==> src/rtl/sm3_compress_core.sv <==
// SM3 compression function CF(V, B) responder: iterative rounds with a sliding
// 16-word message-expansion window, start/end level handshake.
`timescale 1ns/1ps
module sm3_compress_core #(
    parameter int unsigned UNROLL = 1
) (
    input  logic         clk,
    input  logic         reset,
    input  logic         cf_start,
    input  logic [255:0] v_in,
    input  logic [511:0] block_in,
    output logic [255:0] hash_out,
    output logic         cf_end
);

    typedef enum logic [1:0] {S_IDLE, S_ROUND, S_FINAL, S_DONE} state_t;

    state_t       state_q;
    logic [31:0]  st_q [8];
    logic [31:0]  st_d [8];
    logic [31:0]  w_q  [16];
    logic [31:0]  w_d  [16];
    logic [255:0] v_save_q;
    logic [6:0]   j_q;
    logic [255:0] hash_q;
    logic         cf_end_q;

    logic [5:0]   jj;
    logic [31:0]  tj, a12, ss1, ss2, ff, gg, tt1, tt2, wn;

    function automatic logic [31:0] rotl(input logic [31:0] x, input logic [4:0] n);
        logic [63:0] d;
        d = {x, x} << n;
        return d[63:32];
    endfunction

    function automatic logic [31:0] p0(input logic [31:0] x);
        return x ^ rotl(x, 5'd9) ^ rotl(x, 5'd17);
    endfunction

    function automatic logic [31:0] p1(input logic [31:0] x);
        return x ^ rotl(x, 5'd15) ^ rotl(x, 5'd23);
    endfunction

    // UNROLL chained rounds; W'j = Wj ^ Wj+4 is read straight from the window.
    always_comb begin
        st_d = st_q;
        w_d  = w_q;
        jj   = '0;
        tj   = '0;
        a12  = '0;
        ss1  = '0;
        ss2  = '0;
        ff   = '0;
        gg   = '0;
        tt1  = '0;
        tt2  = '0;
        wn   = '0;
        for (int unsigned u = 0; u < UNROLL; u++) begin
            jj  = j_q[5:0] + 6'(u);
            tj  = (jj < 6'd16) ? 32'h79cc4519 : 32'h7a879d8a;
            a12 = rotl(st_d[0], 5'd12);
            ss1 = rotl(a12 + st_d[4] + rotl(tj, jj[4:0]), 5'd7);
            ss2 = ss1 ^ a12;
            if (jj < 6'd16) begin
                ff = st_d[0] ^ st_d[1] ^ st_d[2];
                gg = st_d[4] ^ st_d[5] ^ st_d[6];
            end else begin
                ff = (st_d[0] & st_d[1]) | (st_d[0] & st_d[2]) | (st_d[1] & st_d[2]);
                gg = (st_d[4] & st_d[5]) | (~st_d[4] & st_d[6]);
            end
            tt1 = ff + st_d[3] + ss2 + (w_d[0] ^ w_d[4]);
            tt2 = gg + st_d[7] + ss1 + w_d[0];
            wn  = p1(w_d[0] ^ w_d[7] ^ rotl(w_d[13], 5'd15)) ^ rotl(w_d[3], 5'd7) ^ w_d[10];
            st_d[3] = st_d[2];
            st_d[2] = rotl(st_d[1], 5'd9);
            st_d[1] = st_d[0];
            st_d[0] = tt1;
            st_d[7] = st_d[6];
            st_d[6] = rotl(st_d[5], 5'd19);
            st_d[5] = st_d[4];
            st_d[4] = p0(tt2);
            for (int unsigned k = 0; k < 15; k++) begin
                w_d[k] = w_d[k + 1];
            end
            w_d[15] = wn;
        end
    end

    always_ff @(posedge clk or negedge reset) begin
        if (!reset) begin
            state_q  <= S_IDLE;
            st_q     <= '{default: '0};
            w_q      <= '{default: '0};
            v_save_q <= '0;
            j_q      <= '0;
            hash_q   <= '0;
            cf_end_q <= 1'b0;
        end else begin
            case (state_q)
                S_IDLE: begin
                    if (cf_start) begin
                        v_save_q <= v_in;
                        for (int unsigned i = 0; i < 8; i++) begin
                            st_q[i] <= v_in[255 - 32*i -: 32];
                        end
                        for (int unsigned i = 0; i < 16; i++) begin
                            w_q[i] <= block_in[511 - 32*i -: 32];
                        end
                        j_q     <= '0;
                        state_q <= S_ROUND;
                    end
                end
                S_ROUND: begin
                    // The counter reaching 64 costs one idle edge, which places
                    // completion at N + 64/UNROLL + 2.
                    if (j_q[6]) begin
                        state_q <= S_FINAL;
                    end else begin
                        st_q <= st_d;
                        w_q  <= w_d;
                        j_q  <= j_q + 7'(UNROLL);
                    end
                end
                S_FINAL: begin
                    hash_q   <= {st_q[0], st_q[1], st_q[2], st_q[3],
                                 st_q[4], st_q[5], st_q[6], st_q[7]} ^ v_save_q;
                    cf_end_q <= 1'b1;
                    state_q  <= S_DONE;
                end
                default: begin
                    if (!cf_start) begin
                        cf_end_q <= 1'b0;
                        state_q  <= S_IDLE;
                    end
                end
            endcase
        end
    end

    assign hash_out = hash_q;
    assign cf_end   = cf_end_q;

endmodule
==> config.mk <==
export PLATFORM = sky130hd
export DESIGN_NAME = sm3_compress_core
export DESIGN_NICKNAME = d
export VERILOG_FILES = /design/src/rtl/sm3_compress_core.sv
export SDC_FILE = /design/constraint.sdc
export NUM_CORES = 2
export LEC_CHECK = 0
export BUFFER_PORTS_ARGS = -buffer_cell sky130_fd_sc_hd__buf_2
export CORE_AREA = 2 2 535 537
export CTS_BUF_LIST = sky130_fd_sc_hd__clkbuf_4 sky130_fd_sc_hd__clkbuf_8 sky130_fd_sc_hd__clkbuf_16
export CTS_CLUSTER_DIAMETER = 60
export DETAILED_ROUTE_END_ITERATION = 8
export DIE_AREA = 0 0 537 539
export HOLD_SLACK_MARGIN = 0.05
export SLEW_MARGIN = 5
export SYNTH_ARGS = -nofsm -noshare
export SYNTH_HDL_FRONTEND = slang
export SYNTH_SLANG_ARGS = --single-unit
==> constraint.sdc <==
create_clock -name clk -period 26.8 [get_ports clk]
set_input_delay 2.68 -clock clk [delete_from_list [all_inputs] [get_ports clk]]
set_output_delay 2.68 -clock clk [all_outputs]
set_load 0.005 [all_outputs]
==> impl_results.md <==
* First-pass GRT wire length at 442000 um
* Mapped Cells at 6931
* Placed Cells incl. Taps at 11300
* Most frequent CP cell: fa_1
* Post-synthesis sequential area ratio at 45.7%
* Synthesis Warnings at 0
* Minimum clock period at 10640 ps
* FF+latch count, synth at 1290
* Postcts setup bufs at 0
* Chip Height at 539 um
* Final design utilization at 30.3%
* Post-cts resize count at 0
* Area growth from synthesis to layout at 21.6%
* Worst stage delay on the critical path at 740 ps
* Slew HR at 18.9%
* Worst-Margin Slew at 1210 ps
* EDFF count, synth at 0
* CP Class: reg -> reg
* CTS tree: yes
* Hold Crit Depth at 2
* Commonest cells after routing, fill and taps aside: 1290 x dfrtp_1, 1026 x buf_2, 911 x nand2_1
* R2R cell count at 36
* Most common cell after layout, fill and taps aside: dfrtp_1
* Global Route Usage Sum at 22.0%
* Num Clock Sinks at 1290
* Fin Setup TNS at 0 ps
* R2r endpoint: a12[11]$_DFFE_PN0P_
* Critical path arrival at 11380 ps
* Worst-Skew Late Latency at 870 ps
* Top Ports at 1028
* Most used DFF post-synth: dfrtp_1
* Crit share post-route at 39.7%
* Vias in the first global route at 54000
* Reg2reg setup slack at 16160 ps
* Pin count of the biggest net entering global routing at 269
* Port Buffer Count at 1027
* Core Box Area at 0.284 mm2
* Min-delay src: w_d[186]$_DFFE_PN0P_
* DR DRC count at 0
* Post-route insts no fill at 11700
* CP max stage cell: buf_4
* Reg-to-reg startpoint: j_q[4]$_DFFE_PN0P_
* Hold endpoint: w_d[186]$_DFFE_PN0P_
* Syn Area/Cell at 10.2 um2
* Final Hold Vio Count at 0
* Initial antenna violation count at 197
* Yosys cell types at 78
* RSZ-0062 raised after global routing: false
* CTS root buf: clkbuf_16
* Post-route antenna net violation count at 0
* Detail Placement HPWL at 261000 um
* Hold_buf cts at 0
* Drt pass-1 iters at 6
* Synthesized area at 0.0707 mm2
* Max Freq at 94.0 MHz
* Asr flop ratio synth at 100%
* Via count at 55200
* Max-slew violations at 0
* Final Setup Violations at 0
* Critical path required time at 27540 ps
* Nets at 8810
* Detailed Route WL at 325000 um
* Max clock buf depth at 4
* GPL Wtd Cong at 0.953
* Rows at 196
* Clock H-tree levels at 4
* Layout cells sized above 1 at 21.7%
* Syn nets at 7992
* Worst-path clk slew at 60 ps
* Vias per inst at 4.71
* Status: complete, no violations
* Startpoint Class: flip-flop
* Grt total ovfl at 0
* Drt wl/cell at 27.7 um
* Die ar. at 0.289 mm2
* TritonCTS buffer count at 172
* Worst Setup End Kind: flip-flop
* Worst-path maximum fanout at 90
* Die W at 537 um
* Initial Util at 24.9%
* Starting DRT DRC Count at 4725
* Max-cap viol count at 0
* Hold Crit Class: reg -> reg
* Clk_skew at 97.6 ps
area by class of cell:
class	count	area, um2
repair buffers	1105	5900
multi-input cells	4993	36000
inverters	187	702
diodes	88	220
fillers	29700	198000
well taps	3762	4710
clock inverters	81	1140
clock buffers	231	4940
flip-flops and latches	1290	32300
metal layers:
| metal | share of wire (%) | global-route usage (%) | routed length [um] |
|---|---|---|---|
| met3 | 7.6 | 5.82 | 24800 |
| met5 | 0.23 | 0 | 747 |
| met2 | 46 | 34.8 | 148000 |
| met1 | 41 | 27.5 | 133000 |
| met4 | 5.6 | 10.8 | 18300 |
per-stage QoR:
step	area [um2]	hold WS [ps]	setup slack, ps
2_1_floorplan	70700	450	17660
3_3_place_gp	79600	460	16350
3_5_place_dp	79600	470	16320
4_1_cts	85700	482	16260
5_1_grt	85800	500	15580
6_report	85900	477	16160
worst max path at each step:
stage / start / cells past startpoint / slack, ps / endpoint
2_1_floorplan: j_q[5]$_DFFE_PN0P_ / 41 / 17660 / st_d[72]$_DFFE_PN0P_
3_3_place_gp: j_q[4]$_DFFE_PN0P_ / 36 / 16350 / a12[11]$_DFFE_PN0P_
3_5_place_dp: j_q[4]$_DFFE_PN0P_ / 36 / 16320 / a12[11]$_DFFE_PN0P_
4_1_cts: j_q[4]$_DFFE_PN0P_ / 36 / 16260 / a12[11]$_DFFE_PN0P_
5_1_grt: j_q[4]$_DFFE_PN0P_ / 37 / 15580 / a12[11]$_DFFE_PN0P_
6_report: j_q[4]$_DFFE_PN0P_ / 36 / 16160 / a12[11]$_DFFE_PN0P_
sequential cells by signal, indices dropped and copies added, names as in the netlist:
signal / flops
st_q: 64
st_d: 160
state_q: 2
j_q: 7
v_save_q: 256
hash_out: 256
w_q: 32
a12: 32
cf_end: 1
w_d: 480
synth_stat cells (all sizes together), types with 4 or more instances:
library cell	count	area share [%]
a2111oi	4	0.058
a211o	5	0.062
a211oi	17	0.19
a21o	48	0.51
a21oi	425	3.0
a221oi	4	0.058
a311oi	4	0.050
a31oi	10	0.089
a41oi	4	0.071
and2	4	0.035
and3	24	0.23
and4	5	0.062
buf	38	0.21
clkbuf	423	2.2
dfrtp	1290	46
fa	188	5.3
ha	102	1.8
inv	184	0.98
mux2	261	4.2
mux2i	801	11
nand2	912	4.8
nand2b	16	0.14
nand3	31	0.22
nand4	10	0.089
nor2	377	2.0
nor2b	11	0.097
nor3	29	0.22
nor4	4	0.044
o211ai	11	0.13
o21a	12	0.13
o21ai	912	6.5
o21bai	7	0.074
o22ai	7	0.062
o31ai	10	0.11
or2	4	0.035
or3	7	0.062
or4	4	0.042
xnor2	556	6.9
xor2	127	1.6
worst max-delay path: cells and delay by family, from the launching register on:
family                     cells  cell delay (ps)
AOI/OAI and AO/OA             17             4150
xor gates and xnor gates       2              660
adders and majority gates      6             2400
buffers and inverters          4             1130
DFF                            1              350
muxes                          1              250
and+or+nand+nor                6             1530
cell families after synthesis:
kind of cell	after synthesis	share of synthesized area, %
simple gates	1448	8.25
xor+xnor	685	8.56
compound gates	1506	11.4
fa+ha+maj	291	7.15
flops	1290	45.7
mux	1063	15.5
buf+inv	648	3.45
Power is not shown: default switching activity piles up to over one toggle a cycle in this logic, so the estimate is an artifact.
